## src/rtl/pc_fetch_unit.sv

```systemverilog
// Program counter and next-PC selection for the single-cycle MIPS-lite CPU,
// including EPC capture and a RUN/HANDLER machine for single-level interrupts.
module pc_fetch_unit #(
    parameter logic [31:0] RESET_PC   = 32'h0000_0000,
    parameter logic [31:0] EXC_VECTOR = 32'h0000_0040
) (
    input  logic        clk,
    input  logic        rst_n,
    input  logic        stall,
    input  logic        branch_taken,
    input  logic [15:0] branch_off,
    input  logic        jump,
    input  logic [25:0] jump_tgt,
    input  logic        jr,
    input  logic [31:0] jr_addr,
    input  logic        irq,
    input  logic        int_en,
    input  logic        eret,
    output logic [31:0] pc,
    output logic [31:0] pc_plus4,
    output logic [31:0] epc,
    output logic        in_handler,
    output logic        exc_taken
);

    typedef enum logic {
        RUN     = 1'b0,
        HANDLER = 1'b1
    } state_t;

    state_t      state_q, state_d;
    logic [31:0] pc_q, pc_d;
    logic [31:0] epc_q, epc_d;
    logic        exc_q, exc_d;

    logic [31:0] pc_inc;
    logic [31:0] branch_target;
    logic [31:0] jump_target;
    logic [31:0] jr_target;
    logic [31:0] seq_next;
    logic        take_irq;
    logic        take_eret;

    assign pc_inc        = pc_q + 32'd4;
    assign branch_target = pc_inc + {{14{branch_off[15]}}, branch_off, 2'b00};
    assign jump_target   = {pc_inc[31:28], jump_tgt, 2'b00};
    // jr silently drops the byte-offset bits instead of faulting on misalignment
    assign jr_target     = jr_addr & 32'hFFFF_FFFC;

    always_comb begin
        seq_next = pc_inc;
        if (jr) begin
            seq_next = jr_target;
        end else if (jump) begin
            seq_next = jump_target;
        end else if (branch_taken) begin
            seq_next = branch_target;
        end
    end

    assign take_irq  = (state_q == RUN) && irq && int_en;
    assign take_eret = (state_q == HANDLER) && eret;

    // The redirect computed this cycle is what gets saved on interrupt entry
    always_comb begin
        state_d = state_q;
        pc_d    = pc_q;
        epc_d   = epc_q;
        exc_d   = 1'b0;
        if (!stall) begin
            if (take_irq) begin
                epc_d   = seq_next;
                pc_d    = EXC_VECTOR;
                state_d = HANDLER;
                exc_d   = 1'b1;
            end else if (take_eret) begin
                pc_d    = epc_q;
                state_d = RUN;
            end else begin
                pc_d    = seq_next;
            end
        end
    end

    always_ff @(posedge clk or negedge rst_n) begin
        if (!rst_n) begin
            state_q <= RUN;
            pc_q    <= RESET_PC;
            epc_q   <= 32'd0;
            exc_q   <= 1'b0;
        end else begin
            state_q <= state_d;
            pc_q    <= pc_d;
            epc_q   <= epc_d;
            exc_q   <= exc_d;
        end
    end

    assign pc         = pc_q;
    assign pc_plus4   = pc_inc;
    assign epc        = epc_q;
    assign in_handler = (state_q == HANDLER);
    assign exc_taken  = exc_q;

endmodule

```

## config.mk

```make
export PLATFORM = sky130hd
export DESIGN_NAME = pc_fetch_unit
export DESIGN_NICKNAME = d
export VERILOG_FILES = /design/src/rtl/pc_fetch_unit.sv
export SDC_FILE = /design/constraint.sdc
export NUM_CORES = 1
export LEC_CHECK = 0
export ABC_AREA = 1
export CORE_ASPECT_RATIO = 1.1
export CORE_MARGIN = 8
export CORE_UTILIZATION = 45
export DETAILED_ROUTE_END_ITERATION = 7
export GPL_ROUTABILITY_DRIVEN = 0
export GPL_TIMING_DRIVEN = 0
export PLACE_DENSITY = 0.76
export SLEW_MARGIN = 30
export SYNTH_ARGS = -nofsm -noshare
export SYNTH_HDL_FRONTEND = slang
export SYNTH_SLANG_ARGS = --single-unit
```

## constraint.sdc

```tcl
create_clock -name clk -period 3.8 [get_ports clk]
set_input_delay 0.38 -clock clk [delete_from_list [all_inputs] [get_ports clk]]
set_output_delay 0.38 -clock clk [all_outputs]
set_load 0.02 [all_outputs]
```

==> out/summary.log <==
INFO  outcome        run_status=finished clean
INFO  place          dp_hpwl=22,300µm
INFO  clock_tree     number_of_buffers_added_by_the_clock_tree_synthesis_step=9
INFO  clock_tree     max-clock-path-buffers=2
INFO  sta            max_freq=278MHz
INFO  layout         ff_latch_area=1650µm²
INFO  pwr            vdd.ir_drop.worst=0.548mV
INFO  worst_setup_path rr_worst_depth=18
INFO  worst_setup_path cp.buffers_inverters=3
INFO  pwr            power=5960µW
INFO  yosys          async_flop_share=100%
INFO  layout         utilization=62.2%
INFO  layout         multi_input_area=4510µm²
INFO  layout         final_cells=1,602
INFO  sta            post-route-period-util=94.8%
INFO  yosys          synthDominantAreaCellType=nand2_1
INFO  yosys          synth.mux.area_fraction=0%
INFO  global_routing grt_use_total=26.6%
INFO  global_routing grt_antenna_before_repair=0
INFO  global_routing globalRouteMet1Util=31.1%
INFO  yosys          netlist_top_cells_count=446 x nand2_1, 177 x inv_1, 135 x nor2_1
INFO  yosys          synth.top_cells.by_area=nand2_1 24%, dfrtp_1 24%, inv_1 9.5%
INFO  clock_tree     clock_tree_from_tritoncts=built
INFO  pwr            leakage=0.00487µW
INFO  drt            antenna_left=0
INFO  global_routing grt_pass1_vias=7,981
INFO  global_routing grt_start_max_net_pins=44
INFO  yosys          synth_compound_area_share=11.0%
INFO  worst_setup_path critical_path.endpoint=pc[10]$_DFFE_PN0N_
INFO  clock_tree     htree_levels=3
INFO  worst_setup_path worstReg2RegEnd=pc[10]$_DFFE_PN0N_
INFO  job            cap_violations=0
INFO  sta            setup-violations-final=0
INFO  global_routing use_met3=5.25%
INFO  worst_setup_path cp.required=4.01ns
INFO  yosys          ys.flop_type=dfrtp_1
INFO  sta            timing_worst_slew_pin_value=0.853ns
INFO  drt            avgViaCountPerCell=5.23
INFO  yosys          dominant_combinational_cell_family_by_area_after_synthesis=simple AND/OR/NAND/NOR gates
INFO  layout         fill_cells=1,437
INFO  worst_setup_path worstSetupStartpointType=flop
INFO  yosys          synth_fp_nets=1,327
INFO  floorplanning  ioPinCount=181
INFO  floorplanning  die_width=135µm
INFO  layout         num_antenna_cells=0
INFO  yosys          ys_warn_count=0
INFO  drt            detail_route.first_pass.iterations=5
INFO  yosys          yosysSeqAreaShare=23.7%
INFO  yosys          synth_seq_cells=66
INFO  drt            wirelength=26,900µm
INFO  floorplanning  die_extent_in_y=147µm
INFO  worst_setup_path critPathLaunch=pc[3]$_DFFE_PN0N_
INFO  floorplanning  initial_core_util=46.1%
INFO  drt            drc=0
INFO  yosys          synth_area_per_cell=5.77µm²
INFO  yosys          post_synth_inst_count=1,207
INFO  yosys          netlist_area=6970µm²
INFO  drt            via_count=8,382
INFO  clock_tree     clock_sinks=66
INFO  drt            wl_per_cell=16.8µm
INFO  sta            timing.final.max_slew_violations=0
INFO  global_routing busiest_layer=met2
INFO  worst_setup_path path_cells=ha_4 -> nand3_2 -> nor2_2 -> inv_1 -> nor2_4 -> xor2_1 -> inv_1 -> ha_1 -> nand2_1 -> inv_1 -> a21oi_1 -> nand2_1 -> xnor2_1 -> nor2_1 -> o21ai_0 -> nand3_1 -> o211ai_1 -> nand2_1
INFO  worst_setup_path regToRegStartpoint=pc[3]$_DFFE_PN0N_
INFO  place          dpl.cell_count=1,581
INFO  global_routing grt_first_pass_wirelength=41,700µm
INFO  worst_setup_path arrival=3.81ns
INFO  yosys          synth_enable_flop_cells=0
INFO  worst_setup_path timing.reg2reg.setup_slack=0.20ns
INFO  sta            hold_slack=0.502ns
INFO  worst_setup_path setup.worst_path.end_class=flop
INFO  global_routing grt_overflow=0
INFO  place          io_buffer_count=177
INFO  worst_setup_path timing.critical_path.max_delay_family=simple AND/OR/NAND/NOR gates
INFO  layout         share_of_layout_cells_above_drive_strength_1=5.12%
INFO  pwr            pwr_density_cell=635nW/µm²
INFO  layout         syn2layout_area_growth=34.8%
INFO  yosys          post_synth_fa_ha_maj_area_fraction=6.75%
INFO  worst_setup_path max_stage_delay=0.49ns
INFO  worst_setup_path setup.worst_path.class=flop to flop
INFO  worst_hold_path hold_path.class=input pin to async pin
INFO  worst_setup_path logic_depth_of_the_worst_path_buffers_included=18
INFO  sta            slew_headroom=42.9%
INFO  yosys          synth_cell_type_count=40
INFO  clock_tree     cts.clk_slew.worst_paths=0.05ns
INFO  global_routing groute.layer.met2.usage=46.2%
INFO  floorplanning  core=15,100µm²
INFO  sta            skew=0.00532ns
INFO  yosys          yosys.area.top_type_share=24.0%
INFO  floorplanning  floorplan.rows=47
INFO  clock_tree     clock_latency=0.33ns
INFO  drt            drt_first_iter_violations=772
INFO  sta            final_hold_viol_count=0
INFO  worst_setup_path worst-path-max-fanout=5
INFO  worst_setup_path timing.critical_path.slowest_stage_cell=o21ai_0
INFO  yosys          yosys.cell_count.top_type=nand2_1
INFO  clock_tree     clock_tree_root_buffer_cell=clkbuf_16
INFO  layout         final_nets=1,521
INFO  yosys          yosys.area_share.simple=43.6%
INFO  sta            final_period_minus_worst_setup_slack=3.60ns
INFO  yosys          synth-xor-area-share=2.77%
INFO  floorplanning  die_area=19,700µm²
-- power breakdown --
part	internal (µW)	total, µW	switching (µW)
clock	543	831	288
combinational	1520	3830	2310
sequential	980	1300	324
-- worst register-to-register path, delay by kind of cell (launching register included) --
kind	cells	cell delay, ns
adder cells (fa/ha/maj)	2	0.55
XOR/XNOR	2	0.45
flip-flops	1	0.41
buffers and inverters	3	0.30
AND/OR/NAND/NOR	8	0.98
AO/OA/AOI/OAI	3	0.79
-- how the worst min path moves through the flow --
stage,startpoint,endpoint,slack (ns),cells past startpoint
after floorplan,rst_n,epc[0]$_DFFE_PN0P_,0.08,0
after global placement,epc[25]$_DFFE_PN0P_,epc[25]$_DFFE_PN0P_,0.50,2
after detailed placement,rst_n,epc[1]$_DFFE_PN0P_,0.30,1
after CTS,rst_n,epc[1]$_DFFE_PN0P_,0.51,2
after global routing,rst_n,epc[1]$_DFFE_PN0P_,0.54,2
final,rst_n,epc[1]$_DFFE_PN0P_,0.50,2
-- through the flow --
step | instance area, µm² | TNS [ns] | worst slack, ns
2_1_floorplan | 6970 | 0 | 0.603
3_3_place_gp | 8980 | -0.0403 | -0.0398
3_5_place_dp | 9000 | -0.140 | -0.0888
4_1_cts | 9320 | 0 | 0.0325
5_1_grt | 9390 | -0.0126 | -0.00866
6_report | 9390 | 0 | 0.199
-- registers in the layout, summed over array words and instances, names as in the netlist --
register and count:
pc 32, epc 32, exc_taken 1, in_handler 1
-- layer usage --
layer	wire [µm]	up-vias
met4	1040	0
li1	-	4150
met3	2170	68
met2	13200	397
met1	10500	3767
met5	0	-
-- area by class of cell --
class                      count  area share, %
sequential                    66           17.6
timing repair buffer         183           19.5
tap                          196           2.61
multi-input combinational    926           48.1
clock buffer                  14           2.81
clock inverter                 2          0.373
inverter                     181           7.23
buffer                        34           1.84
-- cells in the final DEF, fill, tap and decap left out, types with 3 or more instances in the layout --
cell             instances
nand2_1                446
o21ai_0                 38
o21bai_1                 6
clkbuf_1                25
xnor2_1                  4
inv_1                  177
nor2_1                 132
buf_4                    7
o21ai_1                 21
nand2_2                  9
a21oi_1                 45
clkbuf_16                9
clkbuf_8                 3
buf_1                    3
a31oi_1                 14
o211ai_1                 3
or2_2                    9
nor3_1                  12
ha_1                    35
clkinv_1                 4
nor2_2                   9
nand3b_1                 4
nand3_2                  3
nor2_4                   3
nand4_1                  8
nand3_1                 84
o22ai_1                  7
dfrtp_1                 64
xor2_1                  17
clkdlybuf4s50_1        176
-- logic make-up after synthesis --
logic type,after synthesis
and+or+nand+nor,727
buffers and inverters,215
AOI/OAI and AO/OA,140
DFF,66
adders and majority gates,37
xor gates and xnor gates,22
-- repair_timing --
action	4_1_cts	5_1_grt
endpoints found under the setup margin	5	21
hold buffers	1	0
buffers inserted	0	4
pin swaps	0	0
endpoints found under the hold margin	23	0
gates resized for setup	2	12
Power figures use the tool's default switching activity.
